<file path="src/rtl/fan_pwm_driver_pkg.sv">
// ============================================================================
// Module   : fan_pwm_driver_pkg
// Purpose  : Fan mode encodings and FSM states shared by the fan control blocks
// Revision : 1.0 - initial release
// ============================================================================
`default_nettype none

package fan_pwm_driver_pkg;

  localparam logic [3:0] MODE_OFF = 4'b0001;
  localparam logic [3:0] MODE_L1  = 4'b0010;
  localparam logic [3:0] MODE_L2  = 4'b0100;
  localparam logic [3:0] MODE_L3  = 4'b1000;

  typedef enum logic [1:0] {
    ST_IDLE      = 2'd0,
    ST_RAMP_UP   = 2'd1,
    ST_RAMP_DOWN = 2'd2
  } fan_state_e;

  function automatic logic mode_is_onehot(input logic [3:0] m);
    return $onehot(m);
  endfunction

endpackage

`default_nettype wire

</file>
<file path="src/rtl/fan_pwm_driver_if.sv">
// ============================================================================
// Module   : fan_pwm_driver_if
// Purpose  : Mode input and PWM/status outputs of the fan PWM driver
// Revision : 1.0 - initial release
// ============================================================================
`default_nettype none

interface fan_pwm_driver_if #(
  parameter int PWM_STEPS = 100
) ();

  localparam int DW = $clog2(PWM_STEPS + 1);

  logic [3:0]    mode;
  logic          pwm_out;
  logic [DW-1:0] duty_cur;
  logic          period_start;
  logic          busy;
  logic          mode_err;

  modport master (
    output mode,
    input  pwm_out, duty_cur, period_start, busy, mode_err
  );

  modport slave (
    input  mode,
    output pwm_out, duty_cur, period_start, busy, mode_err
  );

endinterface

`default_nettype wire

</file>
<file path="src/rtl/fan_pwm_driver_tick_gen.sv">
// ============================================================================
// Module   : fan_pwm_driver_tick_gen
// Purpose  : Prescaler and PWM period counter; flags the last tick of a period
// Revision : 1.0 - initial release
// ============================================================================
`default_nettype none

module fan_pwm_driver_tick_gen #(
  parameter int PRESC_DIV = 100,
  parameter int PWM_STEPS = 100,
  parameter int CW        = 7
) (
  input  wire           clk,
  input  wire           reset_p,
  output logic          boundary_o,
  output logic [CW-1:0] pwm_cnt_o
);

  localparam int            c_PW        = (PRESC_DIV > 1) ? $clog2(PRESC_DIV) : 1;
  localparam logic [c_PW-1:0] c_PRESC_MAX = c_PW'(PRESC_DIV - 1);
  localparam logic [CW-1:0]   c_CNT_MAX   = CW'(PWM_STEPS - 1);

  logic [c_PW-1:0] presc_q, presc_d;
  logic [CW-1:0]   cnt_q, cnt_d;
  logic            w_tick;

  always_comb begin
    w_tick     = (presc_q == c_PRESC_MAX);
    boundary_o = w_tick && (cnt_q == c_CNT_MAX);
    presc_d    = w_tick ? '0 : presc_q + 1'b1;
    cnt_d      = cnt_q;
    if (w_tick) begin
      cnt_d = boundary_o ? '0 : cnt_q + 1'b1;
    end
  end

  always_ff @(posedge clk or posedge reset_p) begin
    if (reset_p) begin
      presc_q <= '0;
      cnt_q   <= '0;
    end else begin
      presc_q <= presc_d;
      cnt_q   <= cnt_d;
    end
  end

  assign pwm_cnt_o = cnt_q;

endmodule

`default_nettype wire

</file>
<file path="src/rtl/fan_pwm_driver.sv">
// ============================================================================
// Module   : fan_pwm_driver
// Purpose  : One-hot fan mode to glitch-free PWM; FAN_RAMP_EN adds a soft ramp
// Revision : 1.0 - initial release
// ============================================================================
`default_nettype none

module fan_pwm_driver
  import fan_pwm_driver_pkg::*;
#(
  parameter int PRESC_DIV    = 100,
  parameter int PWM_STEPS    = 100,
  parameter int DUTY_L1      = 30,
  parameter int DUTY_L2      = 60,
  parameter int DUTY_L3      = 100,
  parameter int RAMP_PERIODS = 4
) (
  input wire               clk,
  input wire               reset_p,
  fan_pwm_driver_if.slave  bus
);

  localparam int c_DW = $clog2(PWM_STEPS + 1);

  if (PRESC_DIV < 1 || RAMP_PERIODS < 1 || DUTY_L3 > PWM_STEPS) begin : g_param_check
    $error("fan_pwm_driver: illegal parameter combination");
  end

  logic            w_boundary;
  logic [c_DW-1:0] w_pwm_cnt;
  logic [c_DW-1:0] w_target;
  logic            w_mode_valid;

  logic [c_DW-1:0] duty_cur_q, duty_cur_d;
  logic            pwm_out_q;
  logic            period_start_q;
  logic            busy_q;
  logic            mode_err_q;

  fan_pwm_driver_tick_gen #(
    .PRESC_DIV (PRESC_DIV),
    .PWM_STEPS (PWM_STEPS),
    .CW        (c_DW)
  ) u_tick_gen (
    .clk        (clk),
    .reset_p    (reset_p),
    .boundary_o (w_boundary),
    .pwm_cnt_o  (w_pwm_cnt)
  );

  // Any non-one-hot mode parks the fan (target 0) and raises mode_err.
  always_comb begin
    w_target     = '0;
    w_mode_valid = mode_is_onehot(bus.mode);
    case (bus.mode)
      MODE_L1: w_target = c_DW'(DUTY_L1);
      MODE_L2: w_target = c_DW'(DUTY_L2);
      MODE_L3: w_target = c_DW'(DUTY_L3);
      default: w_target = '0;
    endcase
  end

`ifdef FAN_RAMP_EN
  localparam int              c_RW       = (RAMP_PERIODS > 1) ? $clog2(RAMP_PERIODS) : 1;
  localparam logic [c_RW-1:0] c_RAMP_MAX = c_RW'(RAMP_PERIODS - 1);

  fan_state_e      state_q, state_d;
  fan_state_e      w_dir;
  logic [c_RW-1:0] ramp_cnt_q, ramp_cnt_d;
  logic [c_RW-1:0] w_cnt_base;

  // A fresh or reversed direction restarts the period count from zero.
  always_comb begin
    state_d    = state_q;
    ramp_cnt_d = ramp_cnt_q;
    duty_cur_d = duty_cur_q;
    w_dir      = ST_IDLE;
    if (w_target > duty_cur_q) begin
      w_dir = ST_RAMP_UP;
    end else if (w_target < duty_cur_q) begin
      w_dir = ST_RAMP_DOWN;
    end
    w_cnt_base = (w_dir != state_q) ? '0 : ramp_cnt_q;

    if (w_boundary) begin
      if (w_dir == ST_IDLE) begin
        state_d    = ST_IDLE;
        ramp_cnt_d = '0;
      end else if (w_cnt_base == c_RAMP_MAX) begin
        duty_cur_d = (w_dir == ST_RAMP_UP) ? duty_cur_q + 1'b1 : duty_cur_q - 1'b1;
        ramp_cnt_d = '0;
        state_d    = (duty_cur_d == w_target) ? ST_IDLE : w_dir;
      end else begin
        ramp_cnt_d = w_cnt_base + 1'b1;
        state_d    = w_dir;
      end
    end
  end

  always_ff @(posedge clk or posedge reset_p) begin
    if (reset_p) begin
      state_q    <= ST_IDLE;
      ramp_cnt_q <= '0;
    end else begin
      state_q    <= state_d;
      ramp_cnt_q <= ramp_cnt_d;
    end
  end
`else
  always_comb begin
    duty_cur_d = duty_cur_q;
    if (w_boundary) begin
      duty_cur_d = w_target;
    end
  end
`endif

  // duty_cur only moves on the boundary edge, so a period never sees two duties.
  always_ff @(posedge clk or posedge reset_p) begin
    if (reset_p) begin
      duty_cur_q     <= '0;
      pwm_out_q      <= 1'b0;
      period_start_q <= 1'b0;
      busy_q         <= 1'b0;
      mode_err_q     <= 1'b0;
    end else begin
      duty_cur_q     <= duty_cur_d;
      pwm_out_q      <= (w_pwm_cnt < duty_cur_q);
      period_start_q <= w_boundary;
      busy_q         <= (duty_cur_q != w_target);
      mode_err_q     <= ~w_mode_valid;
    end
  end

  assign bus.pwm_out      = pwm_out_q;
  assign bus.duty_cur     = duty_cur_q;
  assign bus.period_start = period_start_q;
  assign bus.busy         = busy_q;
  assign bus.mode_err     = mode_err_q;

endmodule

`default_nettype wire
</file>
<file path="src/flat_wrapper.sv">
// flat-port wrapper written by rule: the top's interface ports become plain ports
module fan_pwm_driver_flat import fan_pwm_driver_pkg::*;
#(
  parameter int PRESC_DIV    = 100,
  parameter int PWM_STEPS    = 100,
  parameter int DUTY_L1      = 30,
  parameter int DUTY_L2      = 60,
  parameter int DUTY_L3      = 100,
  parameter int RAMP_PERIODS = 4
)
  (clk, reset_p, bus_mode, bus_pwm_out, bus_duty_cur, bus_period_start, bus_busy, bus_mode_err);
  fan_pwm_driver_if #(.PWM_STEPS(PWM_STEPS)) bus_i ();
  input wire clk;
  input wire reset_p;
  input wire logic [$bits(bus_i.mode)-1:0] bus_mode;
  output wire logic [$bits(bus_i.pwm_out)-1:0] bus_pwm_out;
  output wire logic [$bits(bus_i.duty_cur)-1:0] bus_duty_cur;
  output wire logic [$bits(bus_i.period_start)-1:0] bus_period_start;
  output wire logic [$bits(bus_i.busy)-1:0] bus_busy;
  output wire logic [$bits(bus_i.mode_err)-1:0] bus_mode_err;
  assign bus_i.mode = bus_mode;
  assign bus_pwm_out = bus_i.pwm_out;
  assign bus_duty_cur = bus_i.duty_cur;
  assign bus_period_start = bus_i.period_start;
  assign bus_busy = bus_i.busy;
  assign bus_mode_err = bus_i.mode_err;
  fan_pwm_driver #(.PRESC_DIV(PRESC_DIV), .PWM_STEPS(PWM_STEPS), .DUTY_L1(DUTY_L1), .DUTY_L2(DUTY_L2), .DUTY_L3(DUTY_L3), .RAMP_PERIODS(RAMP_PERIODS)) u_core (.clk(clk), .reset_p(reset_p), .bus(bus_i));
endmodule
</file>
<file path="config.mk">
export PLATFORM = sky130hd
export DESIGN_NAME = fan_pwm_driver_flat
export DESIGN_NICKNAME = d
export VERILOG_FILES = /design/src/rtl/fan_pwm_driver_pkg.sv /design/src/rtl/fan_pwm_driver_if.sv /design/src/rtl/fan_pwm_driver_tick_gen.sv /design/src/rtl/fan_pwm_driver.sv /design/src/flat_wrapper.sv
export SDC_FILE = /design/constraint.sdc
export NUM_CORES = 1
export LEC_CHECK = 0
export ABC_CLOCK_PERIOD_IN_PS = 1500
export CELL_PAD_IN_SITES_DETAIL_PLACEMENT = 1
export CELL_PAD_IN_SITES_GLOBAL_PLACEMENT = 1
export CORE_MARGIN = 3
export CORE_UTILIZATION = 35
export CTS_CLUSTER_DIAMETER = 50
export DETAILED_ROUTE_END_ITERATION = 8
export GPL_TIMING_DRIVEN = 1
export PLACE_DENSITY_LB_ADDON = 0.1
export SLEW_MARGIN = 0
export SYNTH_ARGS = -nofsm -noshare
export SYNTH_HDL_FRONTEND = slang
export SYNTH_SLANG_ARGS = --single-unit
</file>
<file path="constraint.sdc">
create_clock -name clk -period 1.5 [get_ports clk]
set_input_delay 0.375 -clock clk [delete_from_list [all_inputs] [get_ports clk]]
set_output_delay 0.375 -clock clk [all_outputs]
set_load 0.005 [all_outputs]
</file>
==> results by group <==
Floorplan
  • Starting density of the core: 36.84%
  • Site Rows: 22
  • Die width: 68.31 um
  • Number of top-level pins: 17
  • Core box area: 3689 um2
  • Die outline area: 4666 um2
  • Chip Height: 68.31 um

Timing
  • Total setup violations reported at the end of the flow: 0
  • Post-layout minimum cycle time: 1.492 ns
  • Post-route setup TNS: 0 ns
  • Number of failing hold endpoints at the final stage: 0
  • Fin. max-slew vios: 0
  • Highest attainable clock frequency: 0.6701 GHz
  • Post-route clock skew: 0.001892 ns
  • RSZ-0062 raised after global routing: yes
  • Period Utilization, post-route: 99.49%
  • Post-route setup slack: 0.007670 ns

Yosys
  • Mapped Avg Cell Area: 10.53 um2
  • Syn_nets: 151
  • Cell area after synthesis: 1359 um2
  • Post-synthesis cell count: 129
  • Main flop type after synthesis: dfrtp_1
  • Yosys warnings: 0
  • Sequential share of the synthesized area: 42.36%
  • Total of flip-flops plus latches after synthesis: 23
  • Number of flops mapped to enable cells by yosys: 0
  • Count of distinct cell types in the synthesized netlist: 35
  • Ys async rst share: 100.0%

Critical path
  • Arrival @ worst endpoint: 1.65 ns
  • Crit end category: flip-flop
  • Origin of the critical flop-to-flop path: u_core.u_tick_gen.presc_q[2]
  • Critical path origin: u_core.u_tick_gen.presc_q[2]
  • Largest fanout of any net on the critical path: 4
  • Critical Path RT: 1.65 ns
  • Critical path startpoint category: flip-flop
  • Class of the most critical setup path: flip-flop to flip-flop

Clock network
  • CTS tree: done
  • Cts hold-fix bufs: 0
  • Clock Tree Root: clkbuf_8
  • H-tree depth: 1
  • Source-to-sink clock delay at the later pin of the worst-skew pair: 0.26 ns
  • Clock-pin slew reported for the worst setup and hold paths after clock tree synthesis: 0.08 ns
  • Number of buffers created by CTS: 3
  • Number of clock sinks: 23
  • Maximum root-to-sink buffer count: 2

Layout
  • Most frequent standard cell in the layout excluding fill and tap cells: buf_4
  • Top library cells by usage in the layout, fill and taps aside: buf_4, dfrtp_1, ha_1, nand2_1
  • Diodes inserted: 0
  • Filler cell count: 452
  • Fin nets: 196
  • Share of final-layout standard cells stronger than drive strength 1: 29.48%
  • Layout-stage area growth over the synthesis result: 35.91%

Power
  • Leak pwr: 0.9592 nW
  • PD cells: 652.0 nW/um2
  • Worst vdd rail ir drop: 0.0002856 V

Hold path
  • Hold Crit Class: input port to asynchronous set/reset pin

Global route
  • Final global-route overflow total: 0
  • Initial antenna violation count: 0
  • Number of global-route vias before repair: 1237
  • First-pass GRT wire length: 5513 um
  • Largest net degree at the start of global routing: 24
  • Aggregate global-route resource usage: 15.91%

Routing
  • 1st-iter DRT viols: 33
  • Number of routed nets with antenna violations: 0
  • Via/cell ratio: 5.005
  • Wirelength per Cell: 14.44 um
  • Count of TritonRoute iterations in the first routing pass: 2
  • Number of vias after detailed routing: 1106
  • DRC violation count after routing: 0
  • Routed WL: 3192 um

Placed design
  • Number of buffer cells added on primary ports: 15
  • Detailed-placement wirelength estimate: 2467 um
  • DP Worst Slack: -0.5978 ns
  • Global placer's final weighted congestion: 0.7971

Outcome
  • Outcome: finished, final reports clean

Flow run
  • Maximum Capacitance Violations: 0
==> metrics by stage <==
step / utilization (%) / instance area [um2] / hold slack (ns) / std cells / power [mW]
after floorplan: - / 1386 / 0.3769 / 129 / 0.7426
after global placement: 47.08 / 1737 / 0.4431 / 210 / 0.8264
after global routing: 50.07 / 1847 / 0.4853 / 221 / 1.272
after detailed placement: 47.08 / 1737 / 0.4585 / 210 / 0.8342
after CTS: 49.63 / 1831 / 0.4666 / 220 / 1.229
final: 50.07 / 1847 / 0.4590 / 221 / 1.204
==> power breakdown <==
part / internal, mW / total, mW / leakage (nW) / switching (mW)
combinational: 0.0864 / 0.167 / 0.641 / 0.0804
clock: 0.190 / 0.390 / 0.0228 / 0.201
sequential: 0.639 / 0.647 / 0.296 / 0.00824
total: 0.915 / 1.20 / 0.959 / 0.289
==> layout make-up <==
cell class	count	area [um2]	share of cell area, %
inverter	11	41.29	2.236
timing repair buffer	43	360.3	19.51
tap	48	60.06	3.252
sequential	23	575.6	31.17
multi-input combinational	92	764.5	41.40
clock buffer	4	45.04	2.439
==> layer usage <==
metal / vias to the layer above / GRT usage, % / share of wire (%)
li1: 532 / - / -
met1: 554 / 19.00 / 44
met2: 13 / 27.80 / 52
met3: 7 / 2.791 / 2.1
met4: 0 / 6.700 / 2.0
met5: - / 0 / 0
==> worst paths after layout <==
path,cells after the start,end,slack [ns]
hold reg to reg,1,u_core.u_tick_gen.presc_q[0],0.47
min in group clk,1,u_core.u_tick_gen.presc_q[0],0.47
setup reg to reg,4,u_core.bus.duty_cur[2],0.008
max in group asynchronous,3,u_core.u_tick_gen.pwm_cnt_o[6],0.81
setup / recovery,4,u_core.bus.duty_cur[2],0.008
hold / removal,3,u_core.u_tick_gen.presc_q[2],0.46
==> kinds of logic (layout without fill, tap and decap cells) <==
kind of cell	count (synthesis)	count (layout)	synth area share, %
and+or+nand+nor	42	42	17.50
other	1	1	0.2760
xor gates and xnor gates	8	8	5.157
DFF	23	23	42.36
AOI/OAI and AO/OA	19	19	8.932
adders and majority gates	16	16	15.29
buffers and inverters	14	58	5.248
muxes	6	6	5.249
==> cells in the mapped netlist (2+ instances only) <==
library cell   n  area [um2]
dfrtp_1       23       575.6
nor3_1         2       10.01
nor2_1         7       26.28
a21o_1         2       15.01
mux2i_1        3       30.03
nand4_1        3       18.77
inv_1         11       41.29
a21oi_1        6       30.03
buf_4          2       15.01
nand2_1       11       41.29
mux2_4         2       30.03
ha_1          15       187.7
xnor2_1        8       70.07
nand3_1        8       40.04
a41oi_1        2       17.52
o21ai_0        5       25.02
==> state kept, by name, indices dropped and copies added, names as in the netlist <==
| name | flops |
|---|---|
| u_core.bus.pwm_out | 1 |
| u_core.bus.busy | 1 |
| u_core.u_tick_gen.pwm_cnt_o | 7 |
| u_core.bus.mode_err | 1 |
| u_core.bus.period_start | 1 |
| u_core.u_tick_gen.presc_q | 7 |
| u_core.bus.duty_cur | 5 |
==> what timing repair did <==
action,in CTS,in global routing
endpoints found under the setup margin,15,18
cloned,0,0
setup buffers,6,1
resized for setup,15,12
pin swaps,4,7
==> worst max-delay path: stages, from the launching register on <==
cell	delay [ns]
dfrtp_1	0.41
nor4b_4	0.32
and3_4	0.27
nand2_4	0.08
mux2_4	0.30
Note: power is estimated with default switching activity, not from simulation.
